`config.mk`:
```
export PLATFORM = sky130hd
export DESIGN_NAME = instr_encoder
export DESIGN_NICKNAME = d
export VERILOG_FILES = /design/src/rtl/instr_encoder.sv
export SDC_FILE = /design/constraint.sdc
export NUM_CORES = 1
export LEC_CHECK = 0
export BUFFER_PORTS_ARGS = -buffer_cell sky130_fd_sc_hd__buf_2
export CAP_MARGIN = 20
export CORE_UTILIZATION = 45
export DETAILED_ROUTE_END_ITERATION = 6
export MAX_ROUTING_LAYER = met4
export PLACE_DENSITY_LB_ADDON = 0.1
export RECOVER_POWER = 50
export SLEW_MARGIN = 5
export SYNTH_ARGS = -nofsm -noshare
export SYNTH_HDL_FRONTEND = slang
export SYNTH_SLANG_ARGS = --single-unit
```
`constraint.sdc`:
```
create_clock -name clk -period 3.7 [get_ports clk]
set_input_delay 0.37 -clock clk [delete_from_list [all_inputs] [get_ports clk]]
set_output_delay 0.37 -clock clk [all_outputs]
set_load 0.01 [all_outputs]
```
`src/rtl/instr_encoder.sv`:
```
// Field-bundle to 16-bit instruction encoder with an output FIFO.
// Illegal ops are dropped and counted instead of being queued.
module instr_encoder #(
   parameter int DEPTH = 4
) (
   input  logic                       clk,
   input  logic                       rst_n,
   input  logic                       in_valid,
   output logic                       in_ready,
   input  logic [2:0]                 in_op,
   input  logic [2:0]                 in_dr,
   input  logic [2:0]                 in_sr1,
   input  logic [2:0]                 in_sr2,
   input  logic                       in_imm_sel,
   input  logic [8:0]                 in_imm,
   input  logic [2:0]                 in_nzp,
   output logic                       out_valid,
   input  logic                       out_ready,
   output logic [15:0]                out_instr,
   output logic                       err_pulse,
   output logic [7:0]                 err_cnt,
   output logic [$clog2(DEPTH):0]     level
);

   localparam int AW = $clog2(DEPTH);
   localparam int LW = AW + 1;
   localparam logic [LW-1:0] FULL = LW'(DEPTH);

   logic [15:0]   mem [DEPTH];
   logic [AW-1:0] wr_ptr;
   logic [AW-1:0] rd_ptr;

   logic [15:0] enc_word;
   logic        enc_legal;
   logic [5:0]  alu_src;
   logic        accept;
   logic        push;
   logic        pop;
   logic        bad;

   assign alu_src = in_imm_sel ? {1'b1, in_imm[4:0]}
                               : {3'b000, in_sr2};

   always_comb begin
      enc_word  = 16'h0000;
      enc_legal = 1'b1;
      unique case (1'b1)
         (in_op == 3'd0): enc_word = {4'b0001, in_dr, in_sr1, alu_src};
         (in_op == 3'd1): enc_word = {4'b0101, in_dr, in_sr1, alu_src};
         (in_op == 3'd2): enc_word = {4'b1001, in_dr, in_sr1, 6'h3F};
         (in_op == 3'd3): enc_word = {4'b0000, in_nzp, in_imm};
         (in_op == 3'd4): enc_word = {4'b1100, 3'b000, in_sr1, 6'h00};
         (in_op == 3'd5): enc_word = {4'b1110, in_dr, in_imm};
         default:         enc_legal = 1'b0;
      endcase
   end

   assign in_ready  = (level < FULL);
   assign out_valid = (level != '0);
   assign out_instr = out_valid ? mem[rd_ptr] : 16'h0000;

   assign accept = in_valid && in_ready;
   assign push   = accept && enc_legal;
   assign bad    = accept && !enc_legal;
   assign pop    = out_valid && out_ready;

   // Storage carries no reset; level gates every read.
   always_ff @(posedge clk) begin
      if (push) begin
         mem[wr_ptr] <= enc_word;
      end
   end

   always_ff @(posedge clk or negedge rst_n) begin
      if (!rst_n) begin
         wr_ptr    <= '0;
         rd_ptr    <= '0;
         level     <= '0;
         err_pulse <= 1'b0;
         err_cnt   <= 8'h00;
      end else begin
         err_pulse <= bad;
         if (bad && (err_cnt != 8'hFF)) begin
            err_cnt <= err_cnt + 8'h01;
         end
         if (push) begin
            wr_ptr <= wr_ptr + AW'(1);
         end
         if (pop) begin
            rd_ptr <= rd_ptr + AW'(1);
         end
         unique case ({push, pop})
            2'b10:   level <= level + LW'(1);
            2'b01:   level <= level - LW'(1);
            default: level <= level;
         endcase
      end
   end

endmodule

```
==> impl_metrics.ini, run 1 <==
[die]
row_count = 32
io_pins = 59
coreArea_um2 = 7727
dieHeight_um = 91.61
initial_core_util = 0.4676
dieArea_um2 = 8392
die_w_um = 91.61

[global_routing]
antenna_found_initial = 0
grt_use_total = 0.1887
grt_pass1_wl_um = 11190
grt-ovfl-total = 0
grt_max_degree = 23
grt_pass1_vias = 2180

[final_layout]
fillers = 663
final_common_cell = edfxtp_1
num_antenna_cells = 0
drive_above_1_share = 0.2568
final_net_count = 327
stdcell_count = 398
area_growth_syn_to_layout_pct = 15.51
fin_util = 0.5402
layout_common_cells = 64 x edfxtp_1, 43 x buf_2, 24 x and2_1

[detailed_routing]
drtAntennaViolNets = 0
drc = 0
vias = 2131
vias_per_cell = 5.354
wirelength_um = 7024
firstDrtPassIters = 4
first_iter_violations = 98
wire_per_inst_um = 17.65

[place]
dp.cells = 381
io_buffers = 58
post-place-ws_ns = 1.326
place_hpwl_um = 4514
gp_congestion = 0.7497

[yosys]
ys_ff_latch = 80
syn_area_per_cell_um2 = 15.44
synth_cells = 234
yosysTopAreaCellShare = 0.5319
syn-num-nets = 270
yosysUniqueCellTypes = 37
synth_warnings = 0
netlist_area_um2 = 3613
yosysTopAreaCell = edfxtp_1
synthTopCellsByArea = edfxtp_1 53%, dfrtp_1 11%, mux4_2 10%
seq_area_frac_synth = 0.6427

[setup_path]
reg2regPathDepth = 8
worst_ep_required_time_ns = 3.96
cp-end-kind = flop
path_class = input port to flop
start_kind = input port
arrival_ns = 2.61
crit_fanout = 22

[clocking]
cts_sinks = 80
clk_path_buf_depth = 2
clkTransAtPathRegs_ns = 0.08
cts_tree = yes
ctsHtreeMaxLevel = 3
cts_buffers = 9
clk-insertion-delay-late_ns = 0.35
cts_root_buf = clkbuf_8

[sta]
final-hold-violation-count = 0
finalClockSkew_ns = 0.006822
fin_setup_tns_ns = 0
setup_violations = 0
drv_slew = 0
fin_crit_ns = 2.352
grt_setup_unrepaired = no
final.period_utilization = 0.6356
setup_ws_ns = 1.348
relSlewSlack = 0.2935
max_freq_mhz = 425.2
worst_slew_pin_slew_ns = 1.060

[outcome]
status = finished clean

[hold_path]
whs_path_depth = 3
min_path_type = input port to flop

[flow_run]
max_cap_viol_count = 0

[power]
finalPower_mw = 2.863
leakage_nw = 1.567
ir_worst_vdd_mv = 0.3283
cellPowerDensity_nw_per_um2 = 685.8
==> cell families (layout without fill, tap and decap cells) <==
kind of cell	count (synthesis)	in the layout	share of synthesized area
flip-flops	80	80	0.6427
multiplexers	27	27	0.1326
XOR/XNOR	8	8	0.01939
adder cells (fa/ha/maj)	7	7	0.02632
AND/OR/NAND/NOR	59	59	0.09522
AO/OA/AOI/OAI	29	29	0.05229
buffers and inverters	24	86	0.03151
==> registers in the layout, summed over array words and instances, names as in the netlist <==
name       flops
mem           64
wr_ptr         2
err_pulse      1
err_cnt        8
rd_ptr         2
level          3
==> path summary, 6_finish.rpt <==
kind	from	end	slack, ns
max	in_op[1]	level[2]$_DFFE_PN0P_	1.35
max reg2reg	level[2]$_DFFE_PN0P_	level[2]$_DFFE_PN0P_	1.39
max in group asynchronous	rst_n	level[2]$_DFFE_PN0P_	2.47
min	out_ready	rd_ptr[1]$_DFFE_PN0P_	0.32
min reg2reg	rd_ptr[0]$_DFFE_PN0P_	rd_ptr[0]$_DFFE_PN0P_	0.50
min in group asynchronous	rst_n	err_cnt[3]$_DFFE_PN0P_	0.66
==> power by group <==
part	total (mW)	internal (mW)	switching, mW
sequential	1.24	1.13	0.111
clock	0.696	0.381	0.315
combinational	0.931	0.461	0.470
total	2.86	1.97	0.896
==> critical path, stage by stage <==
cell and delay, ns:
clkbuf_1 0.76, nand2_1 0.09, and3_1 0.30, inv_1 0.08
ha_1 0.18, inv_1 0.06, fa_1 0.37, xor2_1 0.15
nor2_1 0.11, xnor2_1 0.14
==> cell usage after synthesis (all sizes together) <==
| cell type | number |
|---|---|
| a221oi | 3 |
| ha | 6 |
| nand2b | 6 |
| edfxtp | 64 |
| o21ai | 10 |
| inv | 10 |
| a22oi | 2 |
| nor2 | 3 |
| mux2i | 4 |
| buf | 8 |
| a21oi | 5 |
| nand2 | 9 |
| mux4 | 16 |
| xor2 | 2 |
| a22o | 6 |
| and4b | 1 |
| nor2b | 1 |
| a31oi | 1 |
| o21a | 1 |
| or3 | 1 |
| fa | 1 |
| and2 | 24 |
| nand4 | 4 |
| mux2 | 7 |
| xnor2 | 6 |
| and3b | 1 |
| nor3b | 3 |
| and3 | 2 |
| clkbuf | 6 |
| o22ai | 1 |
| dfrtp | 16 |
| nand3 | 4 |
==> per-layer routing <==
| metal | track usage | share of wire | vias to the layer above | wire length [um] |
|---|---|---|---|---|
| li1 | - | - | 996 | - |
| met1 | 0.2414 | 0.44 | 1068 | 3125 |
| met2 | 0.3014 | 0.50 | 58 | 3505 |
| met3 | 0.03648 | 0.043 | 9 | 305 |
| met4 | 0.07011 | 0.012 | 0 | 86 |
| met5 | - | 0 | - | 0 |
==> what timing repair did <==
item / 4_1_cts / 5_1_grt
hold buffers: 1 / 0
gates resized for setup: 0 / 0
buffers inserted: 0 / 0
hold endpoints to repair: 16 / 0
==> layout make-up <==
class | count | area, um2 | share of cell area
clock inverters | 7 | 96.34 | 0.02308
flip-flops and latches | 80 | 2322 | 0.5564
inverters | 10 | 37.54 | 0.008993
multi-input cells | 130 | 1177 | 0.2821
clock buffers | 9 | 123.9 | 0.02968
well taps | 102 | 127.6 | 0.03058
repair buffers | 60 | 289.0 | 0.06924
==> per-stage QoR <==
| step | area [um2] | hold WS (ns) |
|---|---|---|
| finish | 4174 | 0.3166 |
| global route | 4174 | 0.3257 |
| CTS | 4193 | 0.3076 |
| detailed placement | 3963 | 0.3147 |
| global placement | 3963 | 0.3091 |
| floorplan | 3613 | 0.07441 |
(Power assumes the default switching activity.)
==> run 2, diff against run 1 <==
--- a/config.mk
+++ b/config.mk
@@ -5,6 +5,7 @@
 export SDC_FILE = /design/constraint.sdc
 export NUM_CORES = 1
 export LEC_CHECK = 0
+export ABC_AREA = 1
 export BUFFER_PORTS_ARGS = -buffer_cell sky130_fd_sc_hd__buf_2
 export CAP_MARGIN = 20
 export CORE_UTILIZATION = 45
==> constraint.sdc (replaced) <==
create_clock -name clk -period 2.2 [get_ports clk]
set_input_delay 0.22 -clock clk [delete_from_list [all_inputs] [get_ports clk]]
set_output_delay 0.22 -clock clk [all_outputs]
set_load 0.01 [all_outputs]
==> run 2 against run 1 <==
  * Combinational power up 100%
  * Register-to-register slack lost 1.1 ns
  * Final area up 1.8%
  * Wire length grew 12%
  * Worst hold slack got worse by 0.095 ns
  * Die area up 0.16%
  * Flip-flop and latch count stayed put
  * Clock-buffer cell count unchanged
  * Core utilization increased by 0.69 points
  * Synthesized cell count rose by 52%
  * Highest routed layer unchanged
==> impl_metrics.ini, run 2 <==
[sta]
final-hold-violation-count = 0
finalClockSkew_ns = 0.006027
max_freq_mhz = 487.0
fin_setup_tns_ns = 0
worst_slew_pin_slew_ns = 0.8913
whs_ns = 0.2213
fin_crit_ns = 2.054
drv_slew = 0
setup_violations = 0
grt_setup_unrepaired = no
setup_ws_ns = 0.1464
relSlewSlack = 0.4058
final.period_utilization = 0.9334

[global_routing]
grt_pass1_vias = 2481
grt_use_total = 0.2046
antenna_found_initial = 0
grt-ovfl-total = 0
grt_pass1_wl_um = 12410
grt_max_degree = 19

[setup_path]
cp_cell_sequence = inv_2 -> nor2_1 -> o21ai_0 -> a21oi_1 -> buf_2
worst_ep_required_time_ns = 1.98
cp-end-kind = output port
start_kind = flop
crit_fanout = 17
crit_path_start = rd_ptr[1]$_DFFE_PN0P_
arrival_ns = 1.83
path_class = flop to output port
critPathMaxStageDelay_ns = 0.64
cpMaxStageDelayCell = dfrtp_1
worstReg2RegStart = level[2]$_DFFE_PN0P_

[yosys]
seq_area_frac_synth = 0.6415
netlist_area_um2 = 3620
synth_xor_area_frac = 0.01452
syn-num-nets = 392
synth_cells = 356
synthSimpleGateAreaFrac = 0.1849
synth_most_common_cell = nor2_1
synth_top_family_by_area = simple AND/OR/NAND/NOR gates
yosysUniqueCellTypes = 25
syn_area_per_cell_um2 = 10.17
synth_edf_count = 64
synthTopCellsByArea = edfxtp_1 53%, dfrtp_1 11%, nor2_1 8.5%
synth_compound_area_frac = 0.08814
async_flop_share = 0.2000
ys_ff_latch = 80
synth_warnings = 0
yosysTopAreaCellShare = 0.5309
ys_top_cells_by_count = 82 x nor2_1, 64 x edfxtp_1, 64 x nand2_1
yosys-mux-area-fraction = 0
yosysTopAreaCell = edfxtp_1
ys.flop_type = edfxtp_1
synth_fa_ha_area_frac = 0.02627

[detailed_routing]
drtAntennaViolNets = 0
wirelength_um = 7843
vias_per_cell = 4.963
firstDrtPassIters = 4
first_iter_violations = 111
drc = 0
wire_per_inst_um = 14.69
vias = 2650

[clocking]
cts_root_buf = clkbuf_8
clk-insertion-delay-late_ns = 0.34
ctsHtreeMaxLevel = 3
cts_buffers = 9
cts_tree = yes
clk_path_buf_depth = 2
clkTransAtPathRegs_ns = 0.08
ctsResizeCount = 0
cts_sinks = 80

[die]
row_count = 32
initial_core_util = 0.4660
io_pins = 59
dieHeight_um = 91.69
dieArea_um2 = 8406
coreArea_um2 = 7767
die_w_um = 91.69

[place]
io_buffers = 58
dp.cells = 518
place_hpwl_um = 5289
gp_congestion = 0.7489
post-place-ws_ns = 0.2750

[final_layout]
drive_above_1_share = 0.1736
multi_input_area_um2 = 1115
regArea_um2 = 2322
reg_top3 = mem (64), err_cnt (8), level (3)
final_common_cell = nor2_1
stdcell_count = 534
num_antenna_cells = 0
fillers = 738
largest_register_ffs = 64
area_growth_syn_to_layout_pct = 17.39
layout_common_cells = 83 x nor2_1, 64 x nand2_1, 64 x edfxtp_1
final_net_count = 464
regMostFlops = mem

[hold_path]
min_path_type = input port to flop
min-delay-start = in_imm[8]

[flow_run]
max_cap_viol_count = 0

[power]
leakage_nw = 1.766
cellPowerDensity_nw_per_um2 = 1191
ir_worst_vdd_mv = 0.6236

[outcome]
status = finished clean
-- run 2: logic make-up (layout without fill, tap and decap cells) --
logic type | after synthesis | count (layout)
AOI/OAI and AO/OA | 63 | 63
xor gates and xnor gates | 6 | 6
adders and majority gates | 7 | 7
buffers and inverters | 37 | 113
DFF | 80 | 80
and+or+nand+nor | 163 | 163
-- run 2: layer usage --
metal	vias up	share of wire	global-route usage
li1	1331	-	-
met1	1253	0.45	0.2575
met2	57	0.50	0.3396
met3	9	0.036	0.02653
met4	0	0.014	0.07804
met5	-	0	-
-- run 2: worst max-delay path: cells and delay by family, from the launching register on --
| family | cells | cell delay (ns) |
|---|---|---|
| flip-flops | 1 | 0.64 |
| AO/OA/AOI/OAI | 2 | 0.28 |
| AND/OR/NAND/NOR | 1 | 0.15 |
| buffers and inverters | 2 | 0.43 |
-- run 2: power by group --
group | internal [mW] | leakage (nW) | switching, mW | total, mW
Sequential | 1.87 | 0.791 | 0.175 | 2.05
Combinational | 0.713 | 0.872 | 1.15 | 1.86
Clock | 0.629 | 0.103 | 0.519 | 1.15
Total | 3.21 | 1.77 | 1.85 | 5.06
-- run 2: area by class of cell --
cell class,instances,share of cell area
flip-flops and latches,80,0.5465
multi-input cells,239,0.2624
repair buffers,72,0.08834
well taps,102,0.03004
clock buffers,9,0.02915
inverters,26,0.02356
clock inverters,6,0.02002
-- run 2: worst paths after layout --
kind	end	slack, ns	depth (start not counted)
setup / recovery	out_instr[1]	0.15	5
hold / removal	mem[2][8]$_DFFE_PP_	0.22	3
setup reg to reg	level[2]$_DFFE_PN0P_	0.25	8
hold reg to reg	level[1]$_DFFE_PN0P_	0.51	2
max in group asynchronous	rd_ptr[1]$_DFFE_PN0P_	1.14	2
min in group asynchronous	err_cnt[2]$_DFFE_PN0P_	0.51	2
-- run 2: what timing repair did --
item	CTS	global route
setup buffers	0	0
hold buffers	1	0
hold endpoints to repair	16	0
-- run 2: metrics by stage --
stage,instance area [um2],util,total power [mW]
final,4249,0.5470,5.060
after global routing,4249,0.5470,5.406
after global placement,4074,0.5245,3.963
after floorplan,3620,-,3.271
after detailed placement,4074,0.5245,3.992
after CTS,4293,0.5527,5.137
